**src/rtl/eth_tx_pkg.sv**
```systemverilog
// Shared constants and types for the Ethernet TX FCS path.
// Optional short-frame padding is enabled with the ETH_TX_MIN_PAD_EN macro.
package eth_tx_pkg;

    localparam int          ETH_MIN_FRAME_NOFCS = 60;
    localparam int          ETH_FCS_LEN         = 4;
    localparam logic [31:0] ETH_CRC32_POLY      = 32'hEDB88320;
    localparam logic [31:0] ETH_CRC32_INIT      = 32'hFFFFFFFF;

    typedef enum logic [1:0] {
        DATA = 2'd0,
        PAD  = 2'd1,
        FCS  = 2'd2
    } tx_fcs_state_e;

endpackage

```
**src/rtl/eth_crc32_byte.sv**
```systemverilog
// Combinational reflected CRC32 update for one byte, bit 0 of the byte first.
// Shared by the TX FCS appender and the RX FCS checker.
module eth_crc32_byte
    import eth_tx_pkg::*;
(
    input  logic [31:0] i_crc,
    input  logic [7:0]  i_data,
    output logic [31:0] o_crc
);

    logic [31:0] w_c;

    // Eight unrolled shift/xor steps of the LSB-first CRC register
    always_comb begin
        w_c = i_crc;
        for (int i = 0; i < 8; i++) begin
            if (w_c[0] ^ i_data[i]) begin
                w_c = (w_c >> 1) ^ ETH_CRC32_POLY;
            end else begin
                w_c = w_c >> 1;
            end
        end
    end

    assign o_crc = w_c;

endmodule

```
**src/rtl/eth_tx_fcs_appender.sv**
```systemverilog
// Passes byte frames through unchanged, optionally zero-pads short frames to
// MIN_FRAME_LEN, then appends the 4-byte CRC32 FCS (LSB byte first).
// Padding is compiled in only when ETH_TX_MIN_PAD_EN is defined.
module eth_tx_fcs_appender
    import eth_tx_pkg::*;
#(
    parameter int MIN_FRAME_LEN = ETH_MIN_FRAME_NOFCS,
    parameter int CNT_W         = 16
) (
    input  logic       clk,
    input  logic       rst,
    input  logic [7:0] s_axis_tdata,
    input  logic       s_axis_tvalid,
    output logic       s_axis_tready,
    input  logic       s_axis_tlast,
    output logic [7:0] m_axis_tdata,
    output logic       m_axis_tvalid,
    input  logic       m_axis_tready,
    output logic       m_axis_tlast,
    output logic       frame_done,
    output logic       busy
);

    localparam logic [1:0] FCS_LAST = 2'(ETH_FCS_LEN - 1);

    tx_fcs_state_e    r_state;
    tx_fcs_state_e    w_state_next;
    logic [31:0]      r_crc;
    logic [31:0]      w_crc_upd;
    logic [31:0]      w_fcs;
    logic [CNT_W-1:0] r_byte_cnt;
    logic [CNT_W-1:0] w_cnt_inc;
    logic [1:0]       r_fcs_idx;
    logic             r_frame_done;
    logic             r_busy;
    logic [7:0]       w_crc_byte;
    logic             w_xfer;

    eth_crc32_byte u_crc (
        .i_crc  (r_crc),
        .i_data (w_crc_byte),
        .o_crc  (w_crc_upd)
    );

    // Counter saturates so very long frames never wrap back into "short"
    assign w_cnt_inc = (&r_byte_cnt) ? r_byte_cnt : r_byte_cnt + CNT_W'(1);
    assign w_fcs     = ~r_crc;

`ifdef ETH_TX_MIN_PAD_EN
    logic w_short;
    logic w_pad_done;
    assign w_short    = ({1'b0, r_byte_cnt} + (CNT_W+1)'(1)) < (CNT_W+1)'(MIN_FRAME_LEN);
    assign w_pad_done = (w_cnt_inc == CNT_W'(MIN_FRAME_LEN));
`endif

    // Next-state and output decode; everything is quiet while reset is held
    always_comb begin
        w_state_next  = r_state;
        s_axis_tready = 1'b0;
        m_axis_tvalid = 1'b0;
        m_axis_tdata  = 8'h00;
        m_axis_tlast  = 1'b0;
        w_crc_byte    = 8'h00;
        w_xfer        = 1'b0;
        if (!rst) begin
            case (r_state)
                DATA: begin
                    m_axis_tdata  = s_axis_tdata;
                    m_axis_tvalid = s_axis_tvalid;
                    s_axis_tready = m_axis_tready;
                    w_crc_byte    = s_axis_tdata;
                    w_xfer        = s_axis_tvalid && m_axis_tready;
                    if (w_xfer && s_axis_tlast) begin
`ifdef ETH_TX_MIN_PAD_EN
                        w_state_next = w_short ? PAD : FCS;
`else
                        w_state_next = FCS;
`endif
                    end
                end
`ifdef ETH_TX_MIN_PAD_EN
                PAD: begin
                    m_axis_tvalid = 1'b1;
                    w_xfer        = m_axis_tready;
                    if (w_xfer && w_pad_done) begin
                        w_state_next = FCS;
                    end
                end
`endif
                FCS: begin
                    m_axis_tvalid = 1'b1;
                    m_axis_tdata  = w_fcs[{r_fcs_idx, 3'b000} +: 8];
                    m_axis_tlast  = (r_fcs_idx == FCS_LAST);
                    w_xfer        = m_axis_tready;
                    if (w_xfer && (r_fcs_idx == FCS_LAST)) begin
                        w_state_next = DATA;
                    end
                end
                default: begin
                    w_state_next = DATA;
                end
            endcase
        end
    end

    // State, CRC accumulator, byte counter and status flags
    always_ff @(posedge clk) begin
        if (rst) begin
            r_state      <= DATA;
            r_crc        <= ETH_CRC32_INIT;
            r_byte_cnt   <= '0;
            r_fcs_idx    <= 2'd0;
            r_frame_done <= 1'b0;
            r_busy       <= 1'b0;
        end else begin
            r_state      <= w_state_next;
            r_frame_done <= 1'b0;
            if (w_xfer) begin
                if (r_state == FCS) begin
                    if (r_fcs_idx == FCS_LAST) begin
                        r_crc        <= ETH_CRC32_INIT;
                        r_byte_cnt   <= '0;
                        r_fcs_idx    <= 2'd0;
                        r_frame_done <= 1'b1;
                        r_busy       <= 1'b0;
                    end else begin
                        r_fcs_idx <= r_fcs_idx + 2'd1;
                    end
                end else begin
                    r_crc      <= w_crc_upd;
                    r_byte_cnt <= w_cnt_inc;
                    r_busy     <= 1'b1;
                end
            end
        end
    end

    assign frame_done = r_frame_done;
    assign busy       = r_busy;

endmodule

```
**config.mk**
```make
export PLATFORM = sky130hd
export DESIGN_NAME = eth_tx_fcs_appender
export DESIGN_NICKNAME = d
export VERILOG_FILES = /design/src/rtl/eth_tx_pkg.sv /design/src/rtl/eth_crc32_byte.sv /design/src/rtl/eth_tx_fcs_appender.sv
export SDC_FILE = /design/constraint.sdc
export NUM_CORES = 1
export LEC_CHECK = 0
export BUFFER_PORTS_ARGS = -buffer_cell sky130_fd_sc_hd__buf_4
export CAP_MARGIN = 20
export CORE_MARGIN = 2
export CORE_UTILIZATION = 49
export DETAILED_ROUTE_END_ITERATION = 16
export GPL_TIMING_DRIVEN = 1
export PLACE_DENSITY = 0.78
export SYNTH_ARGS = -nofsm -noshare
export SYNTH_HDL_FRONTEND = slang
export SYNTH_SLANG_ARGS = --single-unit
```
**constraint.sdc**
```tcl
create_clock -name clk -period 1.8 [get_ports clk]
set_input_delay 0.36 -clock clk [delete_from_list [all_inputs] [get_ports clk]]
set_output_delay 0.36 -clock clk [all_outputs]
set_load 0.03 [all_outputs]
```
==> impl_metrics.ini <==
[clocking]
clkTransAtPathRegs_ps = 80
numCtsBuffers = 5
clock_latency_ps = 300
clock-root-buffer = clkbuf_8
cts_hold_buf = 0
htree_levels = 2
cts_tree = built
clock_path_buffers = 2
clock-sinks = 37

[drt]
ant_nets = 0
vias_per_cell = 5.82
dr.pass1.iters = 4
drt_iter0_drc = 168
detail_route.wl_per_cell_um = 22.9
num_vias = 2475
drt_wl_total_um = 9720
drc = 0

[yosys]
synth_area_leader_cell = dfxtp_1
synth_seq_area_share = 0.269
synth_edf_count = 0
syn_inst = 261
synth_top_area_share = 0.269
async_flop_share = 0
synthTopCellsByArea = dfxtp_1 27%, xnor2_1 11%, xnor3_1 8.2%
avgSynthCellArea_um2 = 10.5
syn_nets = 275
yosys.cell_types.count = 38
ys.flop_type = dfxtp_1
yosysWarningCount = 0
syn_area_um2 = 2750
ys_ff_latch = 37

[worst_setup_path]
critical_path_buf_inv_count = 2
cp-start-kind = register
cp_top_family = multiplexers
crit_type = reg2out
cp.required_ps = 1440
arrival_ps = 1800
critPathMaxFanout = 6
slowest_delay_ps = 540
slowest_stage = mux4_2
crit_chain = buf_12 -> mux4_2 -> a211oi_4 -> buf_6
critPathCaptureType = primary output

[sta]
rsz0062_at_grt = true
worst_pin_slew_ps = 466
finClkSkew_ps = 9.20
drv_slew = 0
max_freq_mhz = 462
relSlewSlack = 0.687
finalCritPeriodShare = 1.20
tns_ps = -3930
hold_viol_final = 0
timing.final.ws_setup_ps = -364
post-route-min-period_ps = 2160
setup_viol = 29

[run_status]
violations = setup timing
status = finished, violations left

[place]
dp_hpwl_um = 5190
place_inst = 392
gp_congestion = 0.862
port_buffers = 25
pre_cts_slack_ps = -315

[die]
fp-row-count = 27
die_area_um2 = 6230
ios = 26
core_area_um2 = 5470
dieWidth_um = 78.9
die_h_um = 78.9
start_util = 0.503

[global_route]
grt_pass1_wl_um = 12900
grt_util_all_layers = 0.278
grt_pass1_vias = 2485
grt_overflow = 0
antenna_found_initial = 0
grt_max_degree = 22

[power_and_ir_drop]
vdd_drop_max_v = 0.000515
power_leakage_nw = 1.83
p_per_area_nw_per_um2 = 863

[final_layout]
final_cells = 425
area_growth_pct = 59.6
layout-drive-gt1-share = 0.550
n_antenna_cell = 0
fillers = 237
nets = 366

[job]
maxCapViolations = 0

[hold_path]
hp-class = in2reg
final timing paths:
kind / from / endpoint / slack, ps / cells past startpoint
setup / recovery: r_fcs_idx[1]$_SDFFE_PP0P_ / m_axis_tdata[1] / -360 / 4
hold / removal: m_axis_tready / r_state[1]$_SDFFE_PP0P_ / 340 / 2
setup reg to reg: r_state[1]$_SDFFE_PP0P_ / r_crc[19]$_SDFFE_PP1P_ / -200 / 7
hold reg to reg: busy$_SDFFE_PP0P_ / busy$_SDFFE_PP0P_ / 480 / 2
metrics by stage:
stage / area (um2) / util / total power [mW] / hold WS [ps]
5_1_grt: 4390 / 0.802 / 3.93 / 345
2_1_floorplan: 2910 / - / 2.09 / 468
3_5_place_dp: 3590 / 0.656 / 2.54 / 468
6_report: 4390 / 0.802 / 3.79 / 343
3_3_place_gp: 3590 / 0.656 / 2.50 / 473
4_1_cts: 4010 / 0.732 / 3.48 / 289
layout by cell type, fill, tap and decap left out, types with 4 or more instances in the layout:
cell type,synthesis,layout
xnor2_1,36,22
xor3_1,5,4
nor3b_4,0,5
buf_4,1,66
xor2_1,13,8
buf_6,0,23
a211oi_4,0,8
o22ai_2,0,4
buf_12,0,13
dfxtp_2,0,4
a21oi_2,0,4
or2_1,4,4
o22ai_1,17,13
nand2_1,11,6
xnor2_2,6,12
clkbuf_8,0,6
xor2_2,0,5
nand2b_1,19,18
dfxtp_1,37,31
a2bb2oi_1,5,4
xnor2_4,2,10
a21oi_1,12,8
xnor3_1,10,10
mux4_2,8,8
nor2_1,21,21
or2_2,6,4
routing by layer:
layer | vias up | track usage | share of wire
met2 | 118 | 0.475 | 0.50
met3 | 28 | 0.0682 | 0.069
li1 | 1075 | - | -
met1 | 1254 | 0.335 | 0.39
met5 | - | 0 | 0
met4 | 0 | 0.121 | 0.039
cells by family after synthesis:
family | Yosys count | synth area share
fa+ha+maj | 1 | 0.00455
mux | 8 | 0.0655
simple gates | 74 | 0.149
compound gates | 46 | 0.108
flops | 37 | 0.269
xor+xnor | 76 | 0.374
buf+inv | 19 | 0.0296
final cells by class:
class	instances	area [um2]	area share
clock buffer	6	82.6	0.0188
clock inverter	2	37.5	0.00855
inverter	1	3.75	0.000855
multi-input combinational	205	2410	0.549
sequential	37	753	0.172
tap	72	90.1	0.0205
timing repair buffer	102	1010	0.231
cells in the mapped netlist, drive strengths merged, types with 3 or more instances:
| cell type | count |
|---|---|
| a211oi | 8 |
| a21oi | 12 |
| a2bb2oi | 5 |
| buf | 8 |
| clkbuf | 10 |
| dfxtp | 37 |
| mux4 | 8 |
| nand2 | 11 |
| nand2b | 19 |
| nor2 | 22 |
| nor3 | 3 |
| nor3b | 6 |
| o22ai | 17 |
| or2 | 10 |
| xnor2 | 44 |
| xnor3 | 12 |
| xor2 | 15 |
| xor3 | 5 |
worst register-to-register path, delay by kind of cell, from the launching register on:
kind	cells	cell delay [ps]
flip-flops	1	390
XOR/XNOR	4	1010
AND/OR/NAND/NOR	1	280
AO/OA/AOI/OAI	1	70
buffers and inverters	1	150
state kept, by name, indices dropped and copies added, names as in the netlist:
name / count
r_state: 1
frame_done: 1
busy: 1
r_fcs_idx: 2
r_crc: 32
power by group:
| group | leakage, nW | switching (mW) | internal, mW | total, mW |
|---|---|---|---|---|
| Combinational | 1.47 | 0.830 | 1.18 | 2.01 |
| Sequential | 0.303 | 0.101 | 0.896 | 0.997 |
| Clock | 0.0574 | 0.332 | 0.451 | 0.783 |
what timing repair did:
item                                    CTS  global route
pin swaps                                21            37
buffers inserted                         12            14
endpoints found under the setup margin   31            36
gates resized for setup                  39            46
Power figures use the tool's default switching activity.
